File: src/rtl/adc_ctrl_pkg.sv
// Shared timing constants and slot-window helper for the ADC serial capture controller.
// Defining ADC_CTRL_I2S_DELAY_EN selects the I2S one-bit-delay slot window instead of left-justified.
package adc_ctrl_pkg;

  localparam int unsigned TIMING_W  = 11;
  localparam int unsigned SAMPLE_W  = 16;
  localparam logic [10:0] FE_VAL    = 11'h3FF;
  localparam logic [4:0]  CAP_PHASE = 5'h0F;

  typedef struct packed {
    logic [SAMPLE_W-1:0] l;
    logic [SAMPLE_W-1:0] r;
  } pair_t;

  localparam pair_t PAIR_ZERO = '{l: 16'h0000, r: 16'h0000};

  // True when slot bit k carries sample data in the selected serial format.
  function automatic logic slot_active(input logic [4:0] k);
`ifdef ADC_CTRL_I2S_DELAY_EN
    slot_active = (k >= 5'd1) && (k <= 5'd16);
`else
    slot_active = (k <= 5'd15);
`endif
  endfunction

endpackage

File: src/rtl/adc_shift16.sv
// Per-channel serial-to-parallel capture: shifts din into the LSB on each enable, MSB arriving first.
module adc_shift16
  import adc_ctrl_pkg::*;
(
  input  logic                clk,
  input  logic                reset,
  input  logic                en,
  input  logic                din,
  output logic [SAMPLE_W-1:0] q
);

  logic [SAMPLE_W-1:0] sr_q;
  logic [SAMPLE_W-1:0] sr_d;

  // Next shift-register value
  always_comb begin
    if (en) begin
      sr_d = {sr_q[SAMPLE_W-2:0], din};
    end else begin
      sr_d = sr_q;
    end
  end

  // Shift-register state
  always_ff @(posedge clk or negedge reset) begin
    if (!reset) begin
      sr_q <= 16'h0000;
    end else begin
      sr_q <= sr_d;
    end
  end

  assign q = sr_q;

endmodule

File: src/rtl/adc_ctrl.sv
// Stereo ADC serial interface controller: generates mclk/sclk/lrck, captures both channels, hands out pairs.
// Serial format is left-justified by default; ADC_CTRL_I2S_DELAY_EN selects I2S one-bit delay.
module adc_ctrl
  import adc_ctrl_pkg::*;
(
  input  logic                clk,
  input  logic                reset,
  input  logic                sdto,
  input  logic                ack,
  output logic                mclk,
  output logic                sclk,
  output logic                lrck,
  output logic [SAMPLE_W-1:0] sample_l,
  output logic [SAMPLE_W-1:0] sample_r,
  output logic                valid,
  output logic                overrun
);

  logic [TIMING_W-1:0] timing_q;
  logic [TIMING_W-1:0] timing_d;
  logic                cap_s;
  logic                fe_s;
  logic [4:0]          k_s;
  logic                ch_s;
  logic                slot_en_s;
  logic                en_l_s;
  logic                en_r_s;
  logic [SAMPLE_W-1:0] sh_l_s;
  logic [SAMPLE_W-1:0] sh_r_s;
  pair_t               samples_q;
  pair_t               samples_d;
  logic                valid_q;
  logic                valid_d;
  logic                overrun_q;
  logic                overrun_d;
  logic                primed_q;
  logic                primed_d;

  // Free-running timebase; wraps naturally at its width
  always_comb begin
    timing_d = timing_q + 11'd1;
  end

  // Decode capture strobe, frame end and the slot/channel being received
  always_comb begin
    cap_s     = (timing_q[4:0] == CAP_PHASE);
    fe_s      = (timing_q == FE_VAL);
    k_s       = timing_q[9:5];
    ch_s      = timing_q[10];
    slot_en_s = cap_s & slot_active(k_s);
    en_l_s    = slot_en_s & ch_s;
    en_r_s    = slot_en_s & ~ch_s;
  end

  adc_shift16 u_shift_l (
    .clk   (clk),
    .reset (reset),
    .en    (en_l_s),
    .din   (sdto),
    .q     (sh_l_s)
  );

  adc_shift16 u_shift_r (
    .clk   (clk),
    .reset (reset),
    .en    (en_r_s),
    .din   (sdto),
    .q     (sh_r_s)
  );

  // Hand-off: the first frame end after reset only arms capture, later ones publish a pair
  always_comb begin
    samples_d = samples_q;
    valid_d   = valid_q;
    overrun_d = overrun_q;
    primed_d  = primed_q;
    if (fe_s) begin
      primed_d = 1'b1;
      if (primed_q) begin
        samples_d = '{l: sh_l_s, r: sh_r_s};
        valid_d   = 1'b1;
        // An ack landing on the frame end consumes the old pair, so it is not an overrun
        if (valid_q && !ack) begin
          overrun_d = 1'b1;
        end else begin
          overrun_d = overrun_q;
        end
      end else begin
        samples_d = samples_q;
      end
    end else if (ack && valid_q) begin
      valid_d   = 1'b0;
      overrun_d = 1'b0;
    end else begin
      valid_d   = valid_q;
    end
  end

  // Controller state
  always_ff @(posedge clk or negedge reset) begin
    if (!reset) begin
      timing_q  <= 11'h000;
      samples_q <= PAIR_ZERO;
      valid_q   <= 1'b0;
      overrun_q <= 1'b0;
      primed_q  <= 1'b0;
    end else begin
      timing_q  <= timing_d;
      samples_q <= samples_d;
      valid_q   <= valid_d;
      overrun_q <= overrun_d;
      primed_q  <= primed_d;
    end
  end

  assign mclk     = timing_q[2];
  assign sclk     = timing_q[4];
  assign lrck     = timing_q[10];
  assign sample_l = samples_q.l;
  assign sample_r = samples_q.r;
  assign valid    = valid_q;
  assign overrun  = overrun_q;

endmodule

File: config.mk
export PLATFORM = sky130hd
export DESIGN_NAME = adc_ctrl
export DESIGN_NICKNAME = d
export VERILOG_FILES = /design/src/rtl/adc_ctrl_pkg.sv /design/src/rtl/adc_shift16.sv /design/src/rtl/adc_ctrl.sv
export SDC_FILE = /design/constraint.sdc
export NUM_CORES = 1
export LEC_CHECK = 0
export BUFFER_PORTS_ARGS = -buffer_cell sky130_fd_sc_hd__buf_2
export CORE_ASPECT_RATIO = 0.6
export CORE_MARGIN = 5
export CORE_UTILIZATION = 61
export DETAILED_ROUTE_END_ITERATION = 10
export GPL_TIMING_DRIVEN = 0
export PLACE_DENSITY = 0.95
export REMOVE_ABC_BUFFERS = 1
export SLEW_MARGIN = 20
export SYNTH_ARGS = -nofsm -noshare
export SYNTH_HDL_FRONTEND = slang
export SYNTH_SLANG_ARGS = --single-unit
export TNS_END_PERCENT = 5
File: constraint.sdc
create_clock -name clk -period 3.3 [get_ports clk]
set_input_delay 0.495 -clock clk [delete_from_list [all_inputs] [get_ports clk]]
set_output_delay 0.495 -clock clk [all_outputs]
set_load 0.01 [all_outputs]
==> key figures, run 1 <==
Placement
  – IO Port Bufs: 40
  – Post-place setup slack: 766 ps
  – Placed standard-cell area: 3360 um2
  – Placed insts: 288
  – Dpl hpwl: 3540 um
  – GPL Wtd Cong: roughly 0.8

Logic synthesis
  – Mapped Area: 3130 um2
  – Share of the synthesized area in the top cell type: 62.4%
  – Syn Inst Count: 187
  – YS warnings: 0
  – Synth unique cells: 26
  – FF+latch count, synth: between 70 and 80
  – Post-synth top area cell: dfrtp_1
  – Mean cell area of the mapped netlist: 16.7 um2
  – Seq/Total Area, Yosys: 62.4%
  – Async set-reset flop share out of synthesis: between 90% and 100%
  – Post-synth EDFFs: 0
  – Top cells by area, synth: dfrtp_1 (62%), mux2_4 (14%), mux2_2 (13%)
  – Dominant synthesized flop cell: dfrtp_1

Timing
  – Final Skew: 8.42 ps
  – Slew Limit Fails: 0
  – WHS: between 80 and 90 ps
  – Final period util: 68.9%
  – Final Hold Viols: 0
  – Rel. slew slack: 44.4%
  – Final Worst Setup Slack: 1030 ps
  – Final setup fails: 0
  – TNS Setup: 0 ps
  – Fmax: 440 MHz
  – RSZ-0062 raised after global routing: no
  – Minimum clock period: 2270 ps
  – Least-Margin Pin Slew: between 800 and 900 ps

CTS
  – Num CTS Buffers: 9
  – CTS Hold Bufs: 0
  – CTS tree: built
  – Post-CTS sizing: 0
  – Setup bufs post-CTS: 0
  – H-tree levels: 3
  – Clk slew on worst S/H paths: 70 ps
  – CTS Root Buffer Type: clkbuf_8
  – Sink Count: just under 80
  – Max Root-Sink Buffers: 2
  – Worst skew pair latency: ~340 ps

Cells and area
  – Ant diodes: 0
  – Post-layout util: 71.7%
  – Share of layout cells above drive strength 1: 52.7%
  – Layout Cells excl Fill: 303
  – Finished Cell Area: 3590 um2
  – Area Growth Syn to Fin: 14.7%
  – Final net count: around 240

Route
  – Routed wire length: approximately 5200 um
  – Via density: between 5 and 6
  – Antenna viol nets, final: 0
  – Drt drc: 0
  – Initial DRT Pass Iterations: 3
  – WL per Instance: 17.1 um
  – DR vias: 1623
  – Initial drt markers: 34

Floorplan
  – Num ports: 41
  – Die Width: 102 um
  – Core Footprint: 5000 um2
  – Die ar.: 6710 um2
  – Initial Util: 62.5%
  – Rows: 20
  – Die Span Y: around 65 um

Setup path
  – Critical path data required time: between 3000 and 4000 ps
  – Crit Reg-Reg Startpoint: timing_q[0]
  – Crit end category: flip-flop
  – Register-to-register setup slack: ~1000 ps
  – Reg2reg path depth: 6
  – WS Path Type: flip-flop to flip-flop
  – Max FO, Critical Path: 16
  – Startpoint type of the worst setup path: flip-flop
  – Crit path from: timing_q[0]
  – Worst EP arrival: 2490 ps
  – FF-to-FF End: u_shift_r.q[12]

GRT
  – Initial antenna violation count: 0
  – Pin count of the biggest net entering global routing: 47
  – GRT Resource Usage Total: 17.9%
  – First-pass GRT wire length: 8850 um
  – GRT overflow: 0
  – Vias in the first global route: 1742

Pwr
  – Clk pwr share: 44.1%
  – Sw frac: 19.2%
  – Power share of the sequential group: 54.4%
  – Combinational share of power: 1.5%
  – Pwr Density: 491 nW/um2
  – Max VDD drop: 0.290 mV
  – Total power: approximately 1.8 mW
  – Power Internal: between 1 and 1.5 mW
  – Lkg Pwr: ~2.0 nW
  – Sw power: 338 uW

Min path
  – Hold WC Path Type: primary input to asynchronous set/reset pin

Job
  – Max-Cap Viols: 0

Run status
  – Outcome: finished clean
==> Yosys cell counts (2+ instances only) <==
master and instances:
nand2_1 3, o21ai_0 2, xnor2_1 6, nand3_1 5, mux2_2 35, buf_12 3
inv_1 7, mux2_4 29, ha_1 2, nand4_1 2, dfrtp_1 78
==> worst max path at each step <==
stage / to / slack, ps / cells past startpoint
floorplan: u_shift_r.q[0] / 1180 / 6
global placement: u_shift_r.q[14] / 850 / 6
detailed placement: u_shift_r.q[5] / 770 / 6
CTS: u_shift_r.q[12] / 710 / 6
global route: u_shift_l.q[8] / 840 / 6
finish: u_shift_r.q[12] / 1030 / 6
==> state kept, by name, indices dropped and copies added (netlist names) <==
register and cells:
valid 1, overrun 1, sample_r 16, sample_l 16, u_shift_r.q 16, u_shift_l.q 16
primed_q 1, timing_q 11
==> kinds of logic after synthesis <==
kind of cell	count (synthesis)	share of synthesized area [%]
mux	64	26.5
fa+ha+maj	2	0.800
simple gates	18	3.92
flops	78	62.4
compound gates	5	1.00
xor+xnor	7	1.96
buf+inv	13	3.40
==> metal layers <==
layer	wire length, um	global-route usage, %	part of all wire, %	vias to the layer above
li1	-	-	-	749
met5	0	0	0	-
met2	2460	28.1	47	36
met1	2340	22.9	45	833
met4	49	4.42	0.94	0
met3	343	8.06	6.6	5
==> critical path, cell delays in order, from the launching register on <==
cell and delay [ps]:
dfrtp_1 400, ha_1 210, nand3_2 120, inv_1 130
ha_1 180, nor3b_4 700, mux2_2 410
==> cell type report <==
type,count,area [um2]
clock buffer,11,151
clock inverter,4,70.1
fill,315,1420
inverter,7,26.3
multi-input combinational,96,1080
sequential,78,1950
tap,66,82.6
timing repair buffer,41,230
==> power groups by stage <==
stage          clock network [mW]  registers, mW  logic (mW)
3_3_place_gp                    0          0.977      0.0223
3_5_place_dp                    0          0.977      0.0274
2_1_floorplan                   0          0.977     0.00202
5_1_grt                     0.842          0.958      0.0312
6_report                    0.777          0.959      0.0259
4_1_cts                     0.793          0.958      0.0277
==> cells in the final DEF, fill, tap and decap left out, types with 2 or more instances in the layout <==
master and instances:
buf_2 39, bufinv_16 2, clkbuf_8 11, clkinv_2 2, dfrtp_1 78, ha_1 2
inv_1 7, mux2_2 35, mux2_4 29, nand2_1 3, nand3_1 5, nand4_1 2
o21ai_0 2, xnor2_1 6
Note: power is estimated with default switching activity, not from simulation.
==> inputs of run 2 (changes only) <==
--- a/config.mk
+++ b/config.mk
@@ -5,13 +5,14 @@
 export SDC_FILE = /design/constraint.sdc
 export NUM_CORES = 1
 export LEC_CHECK = 0
+export ABC_AREA = 1
 export BUFFER_PORTS_ARGS = -buffer_cell sky130_fd_sc_hd__buf_2
 export CORE_ASPECT_RATIO = 0.6
 export CORE_MARGIN = 5
-export CORE_UTILIZATION = 61
+export CORE_UTILIZATION = 57
 export DETAILED_ROUTE_END_ITERATION = 10
 export GPL_TIMING_DRIVEN = 0
-export PLACE_DENSITY = 0.95
+export PLACE_DENSITY = 0.9
 export REMOVE_ABC_BUFFERS = 1
 export SLEW_MARGIN = 20
 export SYNTH_ARGS = -nofsm -noshare
==> constraint.sdc (replaced) <==
create_clock -name clk -period 2.3 [get_ports clk]
set_input_delay 0.345 -clock clk [delete_from_list [all_inputs] [get_ports clk]]
set_output_delay 0.345 -clock clk [all_outputs]
set_load 0.01 [all_outputs]
==> run 2 against run 1 <==
  * Worst setup slack worse by 980 ps
  * Wire length shrank 0.73%
  * Clock skew is 3.3 ps higher
  * Die area rose by 8.3%
  * Synthesized area grew 2.4%
  * Register-to-register slack got worse by 980 ps
  * Maximum frequency rose by 0.92%
  * Via count rose by 24%
  * First-iteration DRC count rose to 2.6 times the previous value
  * Core utilization shrank 6.5 points
  * Clock power is 12% higher
  * Total power up 30%
==> key figures, run 2 <==
Run status
  – Outcome: finished clean (unchanged)

Setup path
  – Max FO, Critical Path: 32 (was 16)
  – Worst EP arrival: 2480 ps (was 2490 ps)
  – FF-to-FF End: u_shift_l.q[11] (was u_shift_r.q[12])
  – Reg2reg path depth: 6 (unchanged)
  – Register-to-register setup slack: 50 ps (was 1030 ps)
  – Crit Reg-Reg Startpoint: timing_q[0] (unchanged)
  – Crit path capture: u_shift_l.q[11] (was u_shift_r.q[12])
  – Crit path from: timing_q[0] (unchanged)
  – Crit end category: flip-flop (unchanged)
  – Startpoint type of the worst setup path: flip-flop (unchanged)
  – WS Path Type: flip-flop to flip-flop (unchanged)
  – Critical path data required time: 2530 ps (was 3520 ps)

GRT
  – Vias in the first global route: 1936 (was 1742)
  – First-pass GRT wire length: 9050 um (was 8850 um)
  – GRT Resource Usage Total: 16.3% (was 17.9%)
  – Pin count of the biggest net entering global routing: 64 (was 47)
  – GRT overflow: 0 (unchanged)
  – Initial antenna violation count: 0 (unchanged)

CTS
  – Num CTS Buffers: 9 (unchanged)
  – Worst skew pair latency: 350 ps (was 340 ps)
  – Clk slew on worst S/H paths: 80 ps (was 70 ps)
  – CTS tree: built (unchanged)
  – H-tree levels: 3 (unchanged)
  – Post-CTS sizing: 0 (unchanged)
  – CTS Root Buffer Type: clkbuf_8 (unchanged)
  – Max Root-Sink Buffers: 2 (unchanged)
  – Sink Count: 78 (unchanged)

Logic synthesis
  – Async set-reset flop share out of synthesis: 100% (unchanged)
  – Post-synth top area cell: dfrtp_1 (unchanged)
  – Seq/Total Area, Yosys: 61.0% (was 62.4%)
  – Dominant synthesized flop cell: dfrtp_1 (unchanged)
  – Top cells by area, synth: dfrtp_1 (61%), o21ai_2 (8.2%), nand2_1 (6.9%) (was dfrtp_1 (62%), mux2_4 (14%), mux2_2 (13%))
  – Syn Inst Count: 306 (was 187)
  – Mean cell area of the mapped netlist: 10.5 um2 (was 16.7 um2)
  – Synth unique cells: 19 (was 26)
  – Share of the synthesized area in the top cell type: 61.0% (was 62.4%)
  – Count leader, synth: dfrtp_1 (unchanged)
  – Post-synth EDFFs: 0 (unchanged)
  – Post-synth top cells: dfrtp_1 (78), nand2_1 (59), inv_1 (43) (was dfrtp_1 (78), mux2_2 (35), mux2_4 (29))
  – Mapped Area: 3200 um2 (was 3130 um2)
  – FF+latch count, synth: 78 (unchanged)
  – YS warnings: 0 (unchanged)

Placement
  – GPL Wtd Cong: 0.756 (was 0.785)
  – IO Port Bufs: 40 (unchanged)
  – Dpl hpwl: 3570 um (was 3540 um)

Timing
  – Rel. slew slack: 34.2% (was 44.4%)
  – Minimum clock period: 2250 ps (was 2270 ps)
  – Slew Limit Fails: 0 (unchanged)
  – Fmax: 444 MHz (was 440 MHz)
  – RSZ-0062 raised after global routing: yes (was no)
  – Final Hold Viols: 0 (unchanged)
  – Final Skew: 11.8 ps (was 8.42 ps)
  – Least-Margin Pin Slew: 985 ps (was 831 ps)
  – Final period util: 97.9% (was 68.9%)
  – Final setup fails: 0 (unchanged)
  – WHS: 268 ps (was 89.8 ps)

Pwr
  – Lkg Pwr: 1.84 nW (was 2.00 nW)
  – Pwr Density: 637 nW/um2 (was 491 nW/um2)
  – Max VDD drop: 0.444 mV (was 0.290 mV)

Route
  – DR vias: 2017 (was 1623)
  – Drt drc: 0 (unchanged)
  – Initial DRT Pass Iterations: 4 (was 3)
  – Via density: 4.79 (was 5.36)
  – Antenna viol nets, final: 0 (unchanged)
  – WL per Instance: 12.3 um (was 17.1 um)
  – Routed wire length: 5160 um (was 5200 um)
  – Initial drt markers: 90 (was 34)

Floorplan
  – Num ports: 41 (unchanged)
  – Die Span Y: 68.1 um (was 65.5 um)
  – Rows: 21 (was 20)
  – Core Footprint: 5520 um2 (was 5000 um2)
  – Initial Util: 58.0% (was 62.5%)
  – Die ar.: 7270 um2 (was 6710 um2)
  – Die Width: 107 um (was 102 um)

Cells and area
  – Most frequent cells in the layout: dfrtp_1 (78), nand2_1 (59), inv_1 (43) (was dfrtp_1 (78), buf_2 (39), mux2_2 (35))
  – Share of layout cells above drive strength 1: 31.3% (was 52.7%)
  – Area Growth Syn to Fin: 12.4% (was 14.7%)
  – Final net count: 353 (was 239)
  – Fillers: 465 (was 315)
  – Post-layout util: 65.2% (was 71.7%)
  – Commonest non-fill, non-tap cell in the layout: dfrtp_1 (unchanged)
  – Ant diodes: 0 (unchanged)

Min path
  – Hold WC Path Type: primary input to flip-flop (was primary input to asynchronous set/reset pin)

Job
  – Max-Cap Viols: 0 (unchanged)
==> run 2: area by class of cell <==
cell class                      instances  area (um2)  share of cell area, %
Clock inverter                          5        36.3                   1.01
Sequential cell                        78        1950                   54.2
Tap cell                               69        86.3                   2.40
Inverter                               43         161                   4.49
Timing Repair Buffer                   42         233                   6.47
Multi-Input combinational cell        173         998                   27.7
Clock buffer                           11         131                   3.65
==> run 2: how the worst min path moves through the flow <==
stage	start	end	slack [ps]	cells past startpoint
CTS	sdto	u_shift_l.q[0]	250	3
finish	sdto	u_shift_l.q[0]	270	3
global route	sdto	u_shift_l.q[0]	260	3
floorplan	reset	overrun	50	0
global placement	timing_q[0]	timing_q[0]	440	1
detailed placement	reset	timing_q[2]	320	1
==> run 2: cells by family after synthesis <==
family / synth area share (%)
and+or+nand+nor: 15.4
DFF: 61.0
AOI/OAI and AO/OA: 13.7
buffers and inverters: 7.85
xor gates and xnor gates: 1.37
adders and majority gates: 0.781
==> run 2: routing by layer <==
metal	track usage, %	routed length [um]	vias to the layer above
li1	-	-	1036
met5	0	0	-
met2	24.5	2200	42
met1	21.3	2570	928
met4	7.18	88	0
met3	6.31	300	11
==> run 2: worst max-delay path, cell delays in order, from the launching register on <==
cell	delay (ps)
dfrtp_1	370
ha_1	200
nand2_2	90
nor2_4	140
ha_1	190
nand3_1	690
o21ai_0	440
==> run 2: per-stage QoR <==
step / TNS [ps] / cell area [um2] / setup slack, ps / instances / total power, mW
after global routing: -4950 / 3600 / -223 / 421 / 2.39
final: 0 / 3600 / 48.7 / 421 / 2.29
after CTS: 0 / 3600 / 7.68 / 421 / 2.33
after detailed placement: 0 / 3420 / 47.6 / 404 / 1.45
after global placement: 0 / 3400 / 137 / 403 / 1.45
after floorplan: 0 / 3110 / 487 / 294 / 1.41
==> run 2: where the power goes <==
| part | internal, mW | switching (mW) | total, mW |
|---|---|---|---|
| sequential | 1.38 | 0.00301 | 1.38 |
| combinational | 0.0123 | 0.0345 | 0.0467 |
| clock | 0.392 | 0.477 | 0.868 |
==> run 2: what timing repair did <==
item,CTS,global route
hold buffers,1,0
endpoints found under the hold margin,33,0
setup buffers,0,0
setup endpoints to repair,0,32
==> inputs of run 3 (changes only) <==
--- a/config.mk
+++ b/config.mk
@@ -7,10 +7,10 @@
 export LEC_CHECK = 0
 export ABC_AREA = 1
 export BUFFER_PORTS_ARGS = -buffer_cell sky130_fd_sc_hd__buf_2
-export CORE_ASPECT_RATIO = 0.6
 export CORE_MARGIN = 5
 export CORE_UTILIZATION = 57
 export DETAILED_ROUTE_END_ITERATION = 10
+export GPL_ROUTABILITY_DRIVEN = 1
 export GPL_TIMING_DRIVEN = 0
 export PLACE_DENSITY = 0.9
 export REMOVE_ABC_BUFFERS = 1
==> run 3 against run 2 <==
  * Worst setup slack better by 260 ps
  * Critical path depth up 2
  * Final area up 0.66%
==> key figures, run 3 (synthesized netlist as in run 2, its figures left out) <==
Route
  – Initial drt markers: 108 (was 90)
  – Via density: 4.93 (was 4.79)
  – DR vias: 2079 (was 2017)
  – WL per Instance: 12.9 um (was 12.3 um)
  – Initial DRT Pass Iterations: 4 (unchanged)
  – Antenna viol nets, final: 0 (unchanged)
  – Drt drc: 0 (unchanged)
  – Routed wire length: 5430 um (was 5160 um)

Placement
  – GPL Wtd Cong: 0.758 (was 0.756)
  – Post-place setup slack: -29.6 ps (was 47.6 ps)
  – Dpl hpwl: 3660 um (was 3570 um)
  – IO Port Bufs: 40 (unchanged)

Timing
  – TNS Setup: 0 ps (unchanged)
  – Final Worst Setup Slack: 305 ps (was 48.7 ps)
  – Rel. slew slack: 40.4% (was 34.2%)
  – Minimum clock period: 2000 ps (was 2250 ps)
  – Final Skew: 8.98 ps (was 11.8 ps)
  – RSZ-0062 raised after global routing: no (was yes)
  – Fmax: 501 MHz (was 444 MHz)
  – Final setup fails: 0 (unchanged)
  – WHS: 267 ps (was 268 ps)
  – Final Hold Viols: 0 (unchanged)
  – Least-Margin Pin Slew: 894 ps (was 985 ps)
  – Slew Limit Fails: 0 (unchanged)
  – Final period util: 86.7% (was 97.9%)

GRT
  – GR Util met2: 26.6% (was 24.5%)
  – Global-route met1 utilization: 22.2% (was 21.3%)
  – Busiest layer in global routing: met2 (unchanged)
  – GRT Resource Usage Total: 17.1% (was 16.3%)
  – GRT overflow: 0 (unchanged)
  – Initial antenna violation count: 0 (unchanged)
  – Pin count of the biggest net entering global routing: 64 (unchanged)
  – First-pass GRT wire length: 9780 um (was 9050 um)
  – Vias in the first global route: 2090 (was 1936)
  – M3 GR Usage: 4.17% (was 6.31%)

Floorplan
  – Rows: 27 (was 21)
  – Die Span Y: 85.0 um (was 68.1 um)
  – Initial Util: 58.5% (was 58.0%)
  – Die Width: 85.0 um (was 107 um)
  – Die ar.: 7220 um2 (was 7270 um2)
  – Num ports: 41 (unchanged)
  – Core Footprint: 5470 um2 (was 5520 um2)

Pwr
  – Total power: 2.36 mW (was 2.29 mW)
  – Max VDD drop: 0.336 mV (was 0.444 mV)
  – Lkg Pwr: 1.86 nW (was 1.84 nW)
  – Pwr Density: 652 nW/um2 (was 637 nW/um2)

Setup path
  – Crit Reg-Reg Startpoint: timing_q[0] (unchanged)
  – Max FO, Critical Path: 63 (was 32)
  – Cell family with most CP delay: simple AND/OR/NAND/NOR gates (unchanged)
  – Critical-path cell list: ha_1 > nand2_2 > nor2_4 > nand2_4 > nor2_8 > nand2_4 > nand2_1 > o21ai_2 (was ha_1 > nand2_2 > nor2_4 > ha_1 > nand3_1 > o21ai_0)
  – Startpoint type of the worst setup path: flip-flop (unchanged)
  – Critical path data required time: 2500 ps (was 2530 ps)
  – Worst path slowest cell: nand2_4 (was nand3_1)
  – Crit path buf inv count: 0 (unchanged)
  – Crit end category: flip-flop (unchanged)
  – WS Path Type: flip-flop to flip-flop (unchanged)
  – Crit-path most repeated cell: nand2_4 (was ha_1)
  – Crit path from: timing_q[0] (unchanged)
  – Worst EP arrival: 2190 ps (was 2480 ps)
  – Max incr delay on CP: 450 ps (was 690 ps)

CTS
  – CTS tree: built (unchanged)
  – Worst skew pair latency: 340 ps (was 350 ps)
  – CTS Root Buffer Type: clkbuf_8 (unchanged)
  – Max Root-Sink Buffers: 2 (unchanged)
  – Num CTS Buffers: 9 (unchanged)
  – Clk slew on worst S/H paths: 70 ps (was 80 ps)
  – H-tree levels: 3 (unchanged)
  – Sink Count: 78 (unchanged)
  – Setup bufs post-CTS: 0 (unchanged)

Cells and area
  – Most frequent cells in the layout: dfrtp_1 (78), nand2_1 (59), inv_1 (43) (unchanged)
  – Share of layout cells above drive strength 1: 31.1% (was 31.3%)
  – Fillers: 424 (was 465)
  – Commonest non-fill, non-tap cell in the layout: dfrtp_1 (unchanged)
  – Final net count: 353 (unchanged)
  – Area Growth Syn to Fin: 13.1% (was 12.4%)
  – Ant diodes: 0 (unchanged)
  – Post-layout util: 66.2% (was 65.2%)

Min path
  – Hold WC Path Type: primary input to flip-flop (unchanged)
  – HP Start: sdto (unchanged)

Job
  – Max-Cap Viols: 0 (unchanged)

Run status
  – Outcome: finished clean (unchanged)
==> run 3: cell types whose count changed in the layout (fill, tap and decap cells not counted), sizes merged <==
cell	delta
bufinv	+1
clkbuf	+1
clkinvlp	-3
clkinv	-1
==> run 3: final cells by class <==
type,count,area [um2],share of cell area [%]
multi-input cells,173,1010,27.8
inverters,43,161,4.46
well taps,72,90.1,2.49
repair buffers,42,240,6.63
clock inverters,2,35.0,0.967
flip-flops and latches,78,1950,53.9
clock buffers,12,135,3.73
==> run 3: path summary, 6_finish.rpt <==
check / endpoint / slack, ps / cells after the start
worst min-delay path: u_shift_l.q[0] / 270 / 3
worst min register to register: timing_q[0] / 470 / 1
worst max-delay path: sample_l[2] / 300 / 8
max in group asynchronous: u_shift_r.q[2] / 1230 / 3
min in group asynchronous: u_shift_l.q[8] / 510 / 2
worst max register to register: sample_l[2] / 300 / 8
==> run 3: report_power, final <==
group / switching [mW] / total [mW] / internal, mW
Combinational: 0.0357 / 0.0493 / 0.0136
Clock: 0.443 / 0.933 / 0.489
Sequential: 0.00315 / 1.38 / 1.38
==> run 3: stage by stage <==
step	cell area, um2	std cells
floorplan	3110	294
global placement	3400	406
detailed placement	3430	407
CTS	3620	422
global route	3620	422
finish	3620	422
==> run 3: routing by layer <==
metal,up-vias,wire (um)
met5,-,0
met4,0,166
met3,16,258
met2,43,2570
met1,986,2440
li1,1034,-
==> run 3: repair_timing <==
item | in CTS | in global routing
hold buffers | 1 | 0
hold endpoints to repair | 33 | 0
gates resized for setup | 2 | 0
endpoints found under the setup margin | 6 | 0
==> run 3: worst min-delay path, cell delays in order <==
cell and delay [ps]:
buf_2 90, inv_1 50, o21ai_0 70
